[src/rtl/spi_slave_cmd_ctrl_if.sv]
// Bundle between the SPI command controller, the MISO/MOSI byte shifter and the register bank.
// master = controller view (drives the register bus and tx side), slave = the surrounding logic.
interface spi_slave_cmd_ctrl_if #(
  parameter int ADDR_W = 7
);
  logic              cs_active;
  logic              rx_valid;
  logic [7:0]        rx_byte;
  logic [7:0]        tx_byte;
  logic              tx_load;
  logic [ADDR_W-1:0] reg_addr;
  logic              reg_wr_en;
  logic [7:0]        reg_wdata;
  logic              reg_rd_en;
  logic [7:0]        reg_rdata;
  logic              err_addr;
  logic              err_ovr;

  modport master (
    input  cs_active, rx_valid, rx_byte, reg_rdata,
    output tx_byte, tx_load, reg_addr, reg_wr_en, reg_wdata, reg_rd_en, err_addr, err_ovr
  );

  modport slave (
    output cs_active, rx_valid, rx_byte, reg_rdata,
    input  tx_byte, tx_load, reg_addr, reg_wr_en, reg_wdata, reg_rd_en, err_addr, err_ovr
  );
endinterface

[src/rtl/spi_slave_cmd_ctrl.sv]
// Frame-level SPI command decoder: first byte per CS frame is {rd, addr}, following bytes access
// the register bank. Define SPI_CMD_AUTOINC_EN to auto-increment reg_addr after each data byte.
module spi_slave_cmd_ctrl #(
  parameter int         ADDR_W    = 7,
  parameter int         REG_COUNT = 16,
  parameter logic [7:0] OOR_BYTE  = 8'hFF
) (
  input  logic                 clk,
  input  logic                 rst,
  spi_slave_cmd_ctrl_if.master bus
);

  typedef enum logic [2:0] {
    IDLE,
    CMD,
    RD_ISSUE,
    RD_LOAD,
    RD_WAIT,
    WR_WAIT
  } state_t;

  localparam logic [ADDR_W:0] REG_COUNT_W = REG_COUNT[ADDR_W:0];
  localparam int              LAST_I      = REG_COUNT - 1;
  localparam logic [ADDR_W-1:0] LAST_ADDR = LAST_I[ADDR_W-1:0];

  state_t            state_reg, state_next;
  logic [ADDR_W-1:0] addr_reg, addr_next;
  logic              oor_reg, oor_next;
  logic              err_addr_reg, err_addr_next;
  logic              err_ovr_reg, err_ovr_next;
  logic              echo_pend_reg, echo_pend_next;
  logic [7:0]        echo_byte_reg, echo_byte_next;
  logic [7:0]        tx_byte_reg, tx_byte_next;
  logic [7:0]        wdata_reg, wdata_next;
  logic              cs_prev_reg;
  logic              load_strobe, wr_strobe, rd_strobe;
  logic              cmd_oor;
  logic [ADDR_W-1:0] addr_adv;

  assign cmd_oor = ({1'b0, bus.rx_byte[ADDR_W-1:0]} >= REG_COUNT_W);

`ifdef SPI_CMD_AUTOINC_EN
  // Out-of-range start addresses are frozen so the whole frame stays out of range.
  assign addr_adv = oor_reg ? addr_reg :
                    (addr_reg == LAST_ADDR) ? '0 : addr_reg + 1'b1;
`else
  assign addr_adv = addr_reg;
`endif

  always_ff @(posedge clk) begin
    if (!rst) begin
      state_reg     <= IDLE;
      addr_reg      <= '0;
      oor_reg       <= 1'b0;
      err_addr_reg  <= 1'b0;
      err_ovr_reg   <= 1'b0;
      echo_pend_reg <= 1'b0;
      echo_byte_reg <= 8'h00;
      tx_byte_reg   <= 8'h00;
      wdata_reg     <= 8'h00;
      // Treat cs as already high so a frame open across reset needs a fresh rising edge.
      cs_prev_reg   <= 1'b1;
    end else begin
      state_reg     <= state_next;
      addr_reg      <= addr_next;
      oor_reg       <= oor_next;
      err_addr_reg  <= err_addr_next;
      err_ovr_reg   <= err_ovr_next;
      echo_pend_reg <= echo_pend_next;
      echo_byte_reg <= echo_byte_next;
      tx_byte_reg   <= tx_byte_next;
      wdata_reg     <= wdata_next;
      cs_prev_reg   <= bus.cs_active;
    end
  end

  always_comb begin
    state_next     = state_reg;
    addr_next      = addr_reg;
    oor_next       = oor_reg;
    err_addr_next  = err_addr_reg;
    err_ovr_next   = err_ovr_reg;
    echo_pend_next = 1'b0;
    echo_byte_next = echo_byte_reg;
    tx_byte_next   = tx_byte_reg;
    wdata_next     = wdata_reg;
    load_strobe    = 1'b0;
    wr_strobe      = 1'b0;
    rd_strobe      = 1'b0;

    // Chip-select low overrides everything: no strobes, address and tx byte held.
    if (!bus.cs_active) begin
      state_next = IDLE;
    end else begin
      case (state_reg)
        IDLE: begin
          if (!cs_prev_reg) begin
            state_next   = CMD;
            load_strobe  = 1'b1;
            tx_byte_next = {6'b0, err_addr_reg, err_ovr_reg};
          end
        end
        CMD: begin
          if (bus.rx_valid) begin
            addr_next = bus.rx_byte[ADDR_W-1:0];
            oor_next  = cmd_oor;
            if (bus.rx_byte[7]) begin
              state_next = RD_ISSUE;
            end else begin
              state_next     = WR_WAIT;
              echo_pend_next = 1'b1;
              echo_byte_next = bus.rx_byte;
            end
          end
        end
        RD_ISSUE: begin
          if (oor_reg) err_addr_next = 1'b1;
          else         rd_strobe     = 1'b1;
          if (bus.rx_valid) err_ovr_next = 1'b1;
          state_next = RD_LOAD;
        end
        RD_LOAD: begin
          load_strobe  = 1'b1;
          tx_byte_next = oor_reg ? OOR_BYTE : bus.reg_rdata;
          if (bus.rx_valid) err_ovr_next = 1'b1;
          state_next = RD_WAIT;
        end
        RD_WAIT: begin
          if (bus.rx_valid) begin
            addr_next  = addr_adv;
            state_next = RD_ISSUE;
          end
        end
        WR_WAIT: begin
          if (echo_pend_reg) begin
            load_strobe  = 1'b1;
            tx_byte_next = echo_byte_reg;
          end
          if (bus.rx_valid) begin
            if (oor_reg) begin
              err_addr_next = 1'b1;
            end else begin
              wr_strobe  = 1'b1;
              wdata_next = bus.rx_byte;
            end
            echo_pend_next = 1'b1;
            echo_byte_next = bus.rx_byte;
            addr_next      = addr_adv;
          end
        end
        default: state_next = IDLE;
      endcase
    end
  end

  assign bus.tx_byte   = tx_byte_next;
  assign bus.tx_load   = load_strobe;
  assign bus.reg_addr  = addr_reg;
  assign bus.reg_wr_en = wr_strobe;
  assign bus.reg_wdata = wdata_next;
  assign bus.reg_rd_en = rd_strobe;
  assign bus.err_addr  = err_addr_reg;
  assign bus.err_ovr   = err_ovr_reg;

endmodule

[src/flat_wrapper.sv]
// flat-port wrapper written by rule: the top's interface ports become plain ports
module spi_slave_cmd_ctrl_flat 
#(
  parameter int         ADDR_W    = 7,
  parameter int         REG_COUNT = 16,
  parameter logic [7:0] OOR_BYTE  = 8'hFF
)
  (clk, rst, bus_cs_active, bus_rx_valid, bus_rx_byte, bus_reg_rdata, bus_tx_byte, bus_tx_load, bus_reg_addr, bus_reg_wr_en, bus_reg_wdata, bus_reg_rd_en, bus_err_addr, bus_err_ovr);
  spi_slave_cmd_ctrl_if #(.ADDR_W(ADDR_W)) bus_i ();
  input  logic clk;
  input  logic rst;
  input wire logic [$bits(bus_i.cs_active)-1:0] bus_cs_active;
  input wire logic [$bits(bus_i.rx_valid)-1:0] bus_rx_valid;
  input wire logic [$bits(bus_i.rx_byte)-1:0] bus_rx_byte;
  input wire logic [$bits(bus_i.reg_rdata)-1:0] bus_reg_rdata;
  output wire logic [$bits(bus_i.tx_byte)-1:0] bus_tx_byte;
  output wire logic [$bits(bus_i.tx_load)-1:0] bus_tx_load;
  output wire logic [$bits(bus_i.reg_addr)-1:0] bus_reg_addr;
  output wire logic [$bits(bus_i.reg_wr_en)-1:0] bus_reg_wr_en;
  output wire logic [$bits(bus_i.reg_wdata)-1:0] bus_reg_wdata;
  output wire logic [$bits(bus_i.reg_rd_en)-1:0] bus_reg_rd_en;
  output wire logic [$bits(bus_i.err_addr)-1:0] bus_err_addr;
  output wire logic [$bits(bus_i.err_ovr)-1:0] bus_err_ovr;
  assign bus_i.cs_active = bus_cs_active;
  assign bus_i.rx_valid = bus_rx_valid;
  assign bus_i.rx_byte = bus_rx_byte;
  assign bus_i.reg_rdata = bus_reg_rdata;
  assign bus_tx_byte = bus_i.tx_byte;
  assign bus_tx_load = bus_i.tx_load;
  assign bus_reg_addr = bus_i.reg_addr;
  assign bus_reg_wr_en = bus_i.reg_wr_en;
  assign bus_reg_wdata = bus_i.reg_wdata;
  assign bus_reg_rd_en = bus_i.reg_rd_en;
  assign bus_err_addr = bus_i.err_addr;
  assign bus_err_ovr = bus_i.err_ovr;
  spi_slave_cmd_ctrl #(.ADDR_W(ADDR_W), .REG_COUNT(REG_COUNT), .OOR_BYTE(OOR_BYTE)) u_core (.clk(clk), .rst(rst), .bus(bus_i));
endmodule
[config.mk]
export PLATFORM = sky130hd
export DESIGN_NAME = spi_slave_cmd_ctrl_flat
export DESIGN_NICKNAME = d
export VERILOG_FILES = /design/src/rtl/spi_slave_cmd_ctrl_if.sv /design/src/rtl/spi_slave_cmd_ctrl.sv /design/src/flat_wrapper.sv
export SDC_FILE = /design/constraint.sdc
export NUM_CORES = 1
export LEC_CHECK = 0
export CAP_MARGIN = 20
export CELL_PAD_IN_SITES_DETAIL_PLACEMENT = 0
export CELL_PAD_IN_SITES_GLOBAL_PLACEMENT = 1
export CORE_MARGIN = 4
export CORE_UTILIZATION = 30
export CTS_BUF_LIST = sky130_fd_sc_hd__clkbuf_16
export DETAILED_ROUTE_END_ITERATION = 8
export PLACE_DENSITY_LB_ADDON = 0.25
export SYNTH_ARGS = -nofsm -noshare
export SYNTH_HDL_FRONTEND = slang
export SYNTH_SLANG_ARGS = --single-unit
[constraint.sdc]
create_clock -name clk -period 2.23 [get_ports clk]
set_input_delay 0.3345 -clock clk [delete_from_list [all_inputs] [get_ports clk]]
set_output_delay 0.3345 -clock clk [all_outputs]
set_load 0.005 [all_outputs]
==> impl_metrics.env <==
export IMPL_yosysWarnings=0
export IMPL_fin_crit_sh=0.982
export IMPL_fin_hold_ws_ps=474
export IMPL_syn_avg_cell_area_um2=9.64
export IMPL_cts_sinks=39
export IMPL_cts_root_buf="clkbuf_16"
export IMPL_timing_final_hold_violations=0
export IMPL_grt_max_degree=22
export IMPL_grt_setup_unrepaired="true"
export IMPL_finalPower_mw=1.64
export IMPL_synthFlopType="dfxtp_1"
export IMPL_cp_slowest_cell="dfxtp_4"
export IMPL_nets=283
export IMPL_antenna_cells=0
export IMPL_portBuffers=47
export IMPL_startpoint="u_core.state_reg[1]$_SDFFE_PN0P_"
export IMPL_min_path_type="flip-flop to flip-flop"
export IMPL_wl_per_cell_um=14.8
export IMPL_fp_dieW_um=85.7
export IMPL_drive_gt1_frac=0.311
export IMPL_synth_top_area_share=0.431
export IMPL_num_rows=28
export IMPL_r2r_cells=7
export IMPL_setup_tns_final_ps=0
export IMPL_dieHeight_um=85.7
export IMPL_io_pins=48
export IMPL_synth_top_cells_by_area="dfxtp_1, nor2_1, mux2i_1"
export IMPL_hold_buffers=0
export IMPL_yosysMostFrequentCell="dfxtp_1"
export IMPL_crit_arrival_ps=1860
export IMPL_cp_slowest_stage_delay_ps=360
export IMPL_finClkSkew_ps=6.44
export IMPL_hp_start="u_core.echo_byte_reg[6]$_SDFFE_PN0P_"
export IMPL_drc=0
export IMPL_post_dp_hpwl_mm=3.37
export IMPL_powerDensity_mw_per_mm2=584
export IMPL_hold_depth=2
export IMPL_async_flop_share=0
export IMPL_tritoncts="built"
export IMPL_wirelength_mm=5.01
export IMPL_synth_seq_area_share=0.431
export IMPL_slew_violations=0
export IMPL_synth_fp_nets=208
export IMPL_worstSkewPairLatency_ps=280
export IMPL_required_ps=1900
export IMPL_maxCapViolations=0
export IMPL_worst_pin_slew_ps=503
export IMPL_synth_edf_count=0
export IMPL_dpl_worst_slack_ps=-398
export IMPL_vias_per_cell=4.78
export IMPL_cp_start_kind="flip-flop"
export IMPL_synth_common_cells="dfxtp_1, nor2_1, and2_1"
export IMPL_grt_usage=0.142
export IMPL_antenna_found_initial=0
export IMPL_start_util=0.308
export IMPL_crit_chain="buf_6 -> nand3b_4 -> nor3_4 -> buf_12 -> buf_8 -> buf_6 -> mux2_4 -> buf_6"
export IMPL_worst_setup_path_type="flip-flop to output port"
export IMPL_fin_ws_ps=40.3
export IMPL_ant_nets=0
export IMPL_die_area_mm2=0.00735
export IMPL_core_area_mm2=0.00589
export IMPL_final_area_mm2=0.00280
export IMPL_first_global_vias=1647
export IMPL_status="complete, no violations"
export IMPL_syn_area_mm2=0.00181
export IMPL_critPathMaxFanout=6
export IMPL_vias=1621
export IMPL_critPathCaptureType="output port"
export IMPL_yosysTopAreaCell="dfxtp_1"
export IMPL_drt_pass1_iterations=4
export IMPL_power_leakage_nw=1.23
export IMPL_irDropWorstVdd_mv=0.340
export IMPL_clock_path_buffers=2
export IMPL_routabilityCongestion=0.834
export IMPL_syn2layout_area_growth_pct=54.6
export IMPL_grt_ovfl_total=0
export IMPL_ys_types=45
export IMPL_numCtsBuffers=5
export IMPL_netlist_instances=188
export IMPL_htree_levels=2
export IMPL_place_area_mm2=0.00247
export IMPL_cp_common_cell="buf_6"
export IMPL_relSlewSlack=0.663
export IMPL_fmax_mhz=457
export IMPL_ys_ff_latch=39
export IMPL_clk_transition_reported_paths_ps=60
export IMPL_first_iter_violations=123
export IMPL_r2r_start="u_core.state_reg[1]$_SDFFE_PN0P_"
export IMPL_grt_pass1_wl_mm=8.19
export IMPL_finalCriticalPeriod_ps=2190
export IMPL_setup_viol=0
-- routing by layer --
layer	vias up	GRT usage	wire (µm)
li1	822	-	-
met1	749	0.190	2400
met2	43	0.214	2240
met3	7	0.0451	311
met4	0	0.0504	59
met5	-	0	0
-- stage by stage --
step / utilization / std cells
after detailed placement: 0.419 / 318
after global routing: 0.476 / 339
final: 0.476 / 339
after CTS: 0.476 / 336
after floorplan: - / 188
after global placement: 0.419 / 318
-- cell type report --
class,instances,area [µm²]
Clock inverter,3,43.8
Fill cell,585,3080
Sequential cell,39,792
Clock buffer,5,125
Multi-Input combinational cell,134,1010
Inverter,4,15.0
Tap cell,75,93.8
Timing Repair Buffer,79,718
-- worst paths after layout --
kind | slack, ps | end
setup reg to reg | 490 | u_core.tx_byte_reg[6]$_SDFF_PN0_
hold reg to reg | 470 | u_core.echo_byte_reg[6]$_SDFFE_PN0P_
setup / recovery | 40 | bus_reg_wdata[7]
hold / removal | 470 | u_core.echo_byte_reg[6]$_SDFFE_PN0P_
-- cell usage in the layout (no fill, tap or decap), types with 3 or more instances in the layout --
| cell | netlist | routed |
|---|---|---|
| o21ai_0 | 6 | 6 |
| dlymetal6s2s_1 | 0 | 4 |
| dfxtp_1 | 39 | 36 |
| buf_12 | 0 | 3 |
| clkbuf_2 | 0 | 12 |
| o2bb2ai_1 | 6 | 6 |
| buf_6 | 1 | 5 |
| mux2i_1 | 9 | 9 |
| dfxtp_4 | 0 | 3 |
| nor2_1 | 28 | 28 |
| mux2_2 | 8 | 6 |
| a21oi_1 | 8 | 8 |
| a22o_1 | 8 | 8 |
| nand2_1 | 10 | 9 |
| clkdlybuf4s50_1 | 0 | 27 |
| and2_1 | 14 | 14 |
| nand2b_1 | 3 | 3 |
| clkbuf_16 | 0 | 5 |
| dlygate4sd2_1 | 0 | 3 |
| inv_1 | 3 | 3 |
| buf_4 | 4 | 24 |
-- where the power goes --
part	switching, mW	internal, mW	total [mW]
clock network	0.270	0.527	0.797
registers	0.00576	0.699	0.705
logic	0.0630	0.0712	0.134
-- critical path: cells and delay by family, from the launching register on --
| family | cells | cell delay, ps |
|---|---|---|
| buf+inv | 5 | 560 |
| flops | 1 | 360 |
| mux | 1 | 290 |
| simple gates | 2 | 370 |
-- cells by family after synthesis --
family / synth area share
compound gates: 0.175
simple gates: 0.243
mux: 0.0994
buf+inv: 0.0476
xor+xnor: 0.00483
flops: 0.431
-- repair_timing --
| item | CTS | global route |
|---|---|---|
| pin swaps | 4 | 5 |
| gates resized for setup | 47 | 24 |
| buffers inserted | 9 | 3 |
| setup endpoints to repair | 19 | 17 |
| gates cloned | 1 | 0 |
No activity file was read; power rests on OpenSTA's default activity.
==> patch 1 (config.mk and constraints unchanged) <==
`ADDR_W` is set to 7 in 3 places; all go to 6.
--- a/src/rtl/spi_slave_cmd_ctrl_if.sv
+++ b/src/rtl/spi_slave_cmd_ctrl_if.sv
@@ -1,7 +1,7 @@
 // Bundle between the SPI command controller, the MISO/MOSI byte shifter and the register bank.
 // master = controller view (drives the register bus and tx side), slave = the surrounding logic.
 interface spi_slave_cmd_ctrl_if #(
-  parameter int ADDR_W = 7
+  parameter int ADDR_W = 6
 );
   logic              cs_active;
   logic              rx_valid;
--- a/src/rtl/spi_slave_cmd_ctrl.sv
+++ b/src/rtl/spi_slave_cmd_ctrl.sv
@@ -1,7 +1,7 @@
 // Frame-level SPI command decoder: first byte per CS frame is {rd, addr}, following bytes access
 // the register bank. Define SPI_CMD_AUTOINC_EN to auto-increment reg_addr after each data byte.
 module spi_slave_cmd_ctrl #(
-  parameter int         ADDR_W    = 7,
+  parameter int         ADDR_W    = 6,
   parameter int         REG_COUNT = 16,
   parameter logic [7:0] OOR_BYTE  = 8'hFF
 ) (
--- a/src/flat_wrapper.sv
+++ b/src/flat_wrapper.sv
@@ -1,7 +1,7 @@
 // flat-port wrapper written by rule: the top's interface ports become plain ports
 module spi_slave_cmd_ctrl_flat 
 #(
-  parameter int         ADDR_W    = 7,
+  parameter int         ADDR_W    = 6,
   parameter int         REG_COUNT = 16,
   parameter logic [7:0] OOR_BYTE  = 8'hFF
 )
Ports: changed (resized bus_reg_addr); port bits go from 48 to 47. The function was not compared with the original's and may differ.
==> patch 1 against the original RTL <==
Power decreased by 9.6%. Wire length decreased by 6.6%. Setup slack got worse by 21 ps. Final area decreased by 1.6%. Critical endpoint is now bus_tx_byte[3]. Area after synthesis decreased by 4.7%. Sequential cell count decreased by 1. Cell count decreased by 2.1%. Maximum frequency decreased by 0.93%.
==> patch 1: results (changes against the original RTL) <==
[cts]
clk_latency_ps = 280  ; about the same
cts_buffer_depth = 2  ; unchanged
clkTransAtPathRegs_ps = 50
root_buffer = clkbuf_16  ; unchanged
cts_buffers = 5  ; unchanged
cts_max_level = 2  ; unchanged

[placed_design]
dpl_cell_area_mm2 = 0.00240  ; was 0.00247 mm^2
finalWeightedCongestion = 0.769  ; was 0.834
hpwlAfterDp_um = 3060  ; was 3370 um
io_buffers = 46  ; was 47

[synthesis]
synth_fa_ha_area_share_pct = 0  ; unchanged
yosysWarningCount = 0  ; unchanged
async_reset_ff_share_pct = 0  ; unchanged
synth_nets = 196  ; was 208
synth_area_leaders = dfxtp_1 44%, mux2i_1 8.1%, nor2b_1 5.4%, mux2_2 5.2%, and2_1 5.1%  ; was dfxtp_1 43%, nor2_1 5.8%, mux2i_1 5.0%, mux2_2 5.0%, and2_1 4.8%
synth-compound-area-share_pct = 15.1  ; was 17.5%
yosys-top-cells-count = 38 x dfxtp_1, 15 x nor2b_1, 14 x and2_1, 14 x mux2i_1, 14 x nor2_1  ; was 39 x dfxtp_1, 28 x nor2_1, 14 x and2_1, 10 x nand2_1, 9 x mux2i_1
ys_types = 36  ; was 45
synth.area.mux_share_pct = 13.3  ; was 9.94%
ys_seq_area_share_pct = 44.0  ; was 43.1%
yosys.area_share.xor_xnor_pct = 0  ; was 0.483%

[layout]
finish.utilization_pct = 49.8  ; was 47.6%
fin_nets = 280  ; was 283
n_fill_cell = 552  ; was 585
drive_above_1_share_pct = 33.5  ; was 31.1%
antenna_cells = 0  ; unchanged

[timing]
tightest_slew_ps = 341  ; was 503 ps
setup_violations = 0  ; unchanged
finalClockSkew_ps = 3.51  ; was 6.44 ps

[worst_setup_path]
worstPathArrival_ps = 1880  ; was 1860 ps
critical_path_peak_fanout = 7  ; was 6

[global_routing]
grt_start_max_net_pins = 40  ; was 22
grt_antenna_before_repair = 0  ; unchanged
grtUsageTotal_pct = 13.1  ; was 14.2%
grt_pass1_wl_um = 7490  ; was 8190 um
grt_pass1_vias = 1568  ; was 1647

[detailed_routing]
drt-met1-wl_um = 2340  ; was 2400 um
dr_wl_met2_um = 1960  ; was 2240 um
wl_met3_um = 325  ; was 311 um
top_layer = met4  ; unchanged
dr.pass1.iters = 4  ; unchanged
routed_wl_um = 4680  ; was 5010 um
vias = 1547  ; was 1621
drt-initial-drc-count = 56  ; was 123

[power]
vdd_drop_max_mv = 0.461  ; was 0.340 mV
leakage_uw = 0.00115  ; was 0.00123 uW

[worst_hold_path]
hold_path.class = flip-flop to flip-flop  ; unchanged

[outcome]
status = complete, no violations  ; unchanged

## patch 1: worst paths after layout
check | start | endpoint | slack, ps | cells past startpoint
max | u_core.state_reg[2] | bus_tx_byte[3] | 20 | 7
min reg2reg | u_core.tx_byte_reg[1] | u_core.tx_byte_reg[1] | 480 | 2
min | u_core.tx_byte_reg[1] | u_core.tx_byte_reg[1] | 480 | 2
max reg2reg | u_core.state_reg[2] | u_core.tx_byte_reg[2] | 450 | 8
## patch 1: stage by stage
| stage | setup WS, ps | instances | hold WS (ps) | setup TNS, ps |
|---|---|---|---|---|
| 3_5_place_dp | -323 | 305 | 475 | -4590 |
| 5_1_grt | -55.1 | 332 | 507 | -125 |
| 3_3_place_gp | -297 | 305 | 457 | -4280 |
| 6_report | 19.6 | 332 | 485 | 0 |
| 4_1_cts | -54.8 | 327 | 486 | -275 |
| 2_1_floorplan | 420 | 176 | 437 | 0 |
## patch 1: layout make-up
class | instances | area share [%]
multi-input combinational | 122 | 35.9
sequential | 38 | 28.0
timing repair buffer | 89 | 27.4
clock buffer | 5 | 4.54
tap | 72 | 3.27
inverter | 4 | 0.544
clock inverter | 2 | 0.363
## patch 1: repair_timing
action / CTS / global route
gates resized for setup: 48 / 36
pin swaps: 4 / 7
endpoints found under the setup margin: 19 / 14
gates cloned: 1 / 0
buffers inserted: 14 / 5
## patch 1: critical path, cell delays in order, from the launching register on
cell and delay [ps]:
dfxtp_4 360, buf_4 140, nor4_4 230, o31ai_1 120, buf_4 170, buf_4 130
a22o_1 230, clkdlybuf4s15_1 200
## patch 1: kinds of logic after synthesis
kind of cell | after synthesis
AO/OA/AOI/OAI | 33
buffers and inverters | 16
flip-flops | 38
multiplexers | 22
AND/OR/NAND/NOR | 67
## patch 1: routing by layer
| metal | vias to the layer above | track usage [%] |
|---|---|---|
| li1 | 793 | - |
| met1 | 706 | 18.0 |
| met2 | 43 | 19.5 |
| met3 | 5 | 4.64 |
| met4 | 0 | 3.51 |
| met5 | - | 0 |
## patch 1: power breakdown
part	switching, uW	total, uW	internal [uW]
logic	55.5	135	79.0
clock network	255	658	403
registers	5.44	686	680
==> patch 2 (config.mk and constraints unchanged) <==
Without the edit above. Encoding of `state_t`: now one-hot (6 bits for 6 states).
--- a/src/rtl/spi_slave_cmd_ctrl.sv
+++ b/src/rtl/spi_slave_cmd_ctrl.sv
@@ -10,13 +10,13 @@
   spi_slave_cmd_ctrl_if.master bus
 );
 
-  typedef enum logic [2:0] {
-    IDLE,
-    CMD,
-    RD_ISSUE,
-    RD_LOAD,
-    RD_WAIT,
-    WR_WAIT
+  typedef enum logic [5:0] {
+    IDLE     = 6'b000001,
+    CMD      = 6'b000010,
+    RD_ISSUE = 6'b000100,
+    RD_LOAD  = 6'b001000,
+    RD_WAIT  = 6'b010000,
+    WR_WAIT  = 6'b100000
   } state_t;
 
   localparam logic [ADDR_W:0] REG_COUNT_W = REG_COUNT[ADDR_W:0];
Behaviour: no difference found for any inputs over 10 cycles, from zero or initial values and one cycle with rst low; not proved beyond that.
==> patch 2 against the original RTL <==
The flow now finishes with violations (setup timing). Wire length up 27%. Setup slack lost 380 ps. Combinational power grew 27%. Highest routed layer unchanged. Hold slack got worse by 8.3 ps. Sequential cell count rose by 3. Largest power group unchanged. Area after synthesis up 14%. Cell count increased by 19%. Power is 6.1% higher. Final area is 20% higher.
==> patch 2: results (changes against the original RTL) <==
[outcome]
status = complete, but fails checks  ; was complete, no violations
violations = setup timing

[worst_setup_path]
reg2reg_slack_ps = 20  ; was 490 ps
ff2ff_path_depth = 11  ; was 7
crit_path_max_incr_delay_ps = 560  ; was 360 ps
cp_slowest_cell = or4_4  ; was dfxtp_4
critical_path_peak_fanout = 3  ; was 6
path_delay_family = simple AND/OR/NAND/NOR gates  ; was buffers and inverters
worstPathArrival_ps = 2240  ; was 1860 ps

[global_routing]
grt_pass1_wl_um = 10500  ; was 8190 um
grt_pass1_vias = 2033  ; was 1647
grt_antenna_before_repair = 0  ; unchanged
grt_start_max_net_pins = 24  ; was 22
grtUsageTotal_pct = 15.8  ; was 14.2%

[cts]
cts_buffers = 5  ; unchanged
root_buffer = clkbuf_16  ; unchanged
cts_buffer_depth = 2  ; unchanged
cts_max_level = 2  ; unchanged
clk_latency_ps = 280  ; about the same

[synthesis]
synth_nets = 249  ; was 208
yosysWarningCount = 0  ; unchanged
yosys-top-cells-count = 42 x dfxtp_1, 26 x nand2_1, 20 x nor2_1, 14 x mux2i_1, 12 x clkbuf_1  ; was 39 x dfxtp_1, 28 x nor2_1, 14 x and2_1, 10 x nand2_1, 9 x mux2i_1
synthCells = 229  ; was 188
async_reset_ff_share_pct = 0  ; unchanged
ys_types = 46  ; was 45
ys_seq_area_share_pct = 40.7  ; was 43.1%
synth_area_leaders = dfxtp_1 41%, mux2i_1 6.8%, nand2_1 4.7%, mux2_2 4.4%, nor2_1 3.6%  ; was dfxtp_1 43%, nor2_1 5.8%, mux2i_1 5.0%, mux2_2 5.0%, and2_1 4.8%

[layout]
fin_nets = 346  ; was 283
drive_above_1_share_pct = 35.8  ; was 31.1%
n_fill_cell = 614  ; was 585

[timing]
fin_tns_setup_ps = -4070  ; was 0 ps
finalClockSkew_ps = 3.39  ; was 6.44 ps
setup_violations = 18  ; was 0
whs_ps = 466  ; was 474 ps
setup_slack_ps = -343  ; was 40.3 ps
slew_headroom_pct = 64.9  ; was 66.3%

[power]
leakage_uw = 0.00138  ; was 0.00123 uW
vdd_drop_max_mv = 0.397  ; was 0.340 mV

[worst_hold_path]
hold_depth = 2  ; unchanged
hold_path.class = flip-flop to flip-flop  ; unchanged

[placed_design]
dp_cells = 378  ; was 318
hpwlAfterDp_um = 4380  ; was 3370 um
finalWeightedCongestion = 0.805  ; was 0.834
io_buffers = 47  ; unchanged

[detailed_routing]
routed_wl_um = 6380  ; was 5010 um
drt-initial-drc-count = 100  ; was 123
wire_per_inst_um = 15.8  ; was 14.8 um
viasPerCell = 5.02  ; was 4.78
dr.pass1.iters = 4  ; unchanged

-- patch 2: cell count changes after synthesis, moves of 5 or more --
| cell | unedited run | this run |
|---|---|---|
| o21ai_0 | 6 | 1 |
| clkbuf_1 | 4 | 12 |
| nand3_1 | 0 | 8 |
| mux2i_1 | 9 | 14 |
| nor2_1 | 28 | 20 |
| nor3_1 | 1 | 6 |
| nand2_1 | 10 | 26 |
| a22o_1 | 8 | 2 |
| o211ai_1 | 0 | 5 |
-- patch 2: final cells by class --
cell class,count,share of cell area (%)
Clock inverter,3,1.19
Sequential cell,42,25.1
Multi-Input combinational cell,169,38.2
Tap cell,77,2.86
Timing Repair Buffer,105,28.5
Inverter,3,0.408
Clock buffer,5,3.71
-- patch 2: path summary, 6_finish.rpt --
kind,from,to
worst max-delay path,u_core.state_reg[1],bus_reg_wdata[6]
worst min-delay path,u_core.echo_byte_reg[2],u_core.echo_byte_reg[2]
worst min register to register,u_core.echo_byte_reg[2],u_core.echo_byte_reg[2]
worst max register to register,u_core.state_reg[1],u_core.tx_byte_reg[3]
-- patch 2: metal layers --
metal / up-vias / wire (um) / global-route usage (%)
met5: - / 0 / 0
met4: 0 / 70 / 4.27
met3: 7 / 385 / 4.46
met2: 59 / 2820 / 23.8
met1: 923 / 3100 / 22.2
li1: 1041 / - / -
-- patch 2: repair_timing --
item / CTS / global route
gates cloned: 1 / 0
resized for setup: 110 / 21
endpoints found under the setup margin: 19 / 23
setup buffers: 11 / 8
pin swaps: 6 / 7
hold buffers: 0 / 0
-- patch 2: cell families (layout without fill, tap and decap cells) --
group                     Yosys count  in the layout  synth area share (%)
and+or+nand+nor                    98             98                  25.3
AOI/OAI and AO/OA                  46             46                  18.1
DFF                                42             42                  40.7
muxes                              22             22                  11.2
buffers and inverters              18            116                  3.39
xor gates and xnor gates            3              3                  1.27
-- patch 2: power breakdown --
| group | switching [uW] | total (uW) | internal [uW] |
|---|---|---|---|
| combinational | 79.3 | 170 | 91.1 |
| clock | 290 | 813 | 524 |
| sequential | 1.13 | 752 | 751 |
-- patch 2: worst register-to-register path, stage by stage, from the launching register on --
cell and delay (ps):
dfxtp_2 310, or4_4 560, or3_4 370, nand3_4 100, buf_6 110, buf_6 110
buf_6 90, inv_4 30, buf_6 100, buf_6 100, buf_6 130, o32ai_2 100
-- patch 2: stage by stage --
stage	cell area, um^2	worst slack (ps)
final	3370	-343
after global routing	3370	-405
after CTS	3260	-394
after detailed placement	2900	-450
after global placement	2900	-417
after floorplan	2060	159
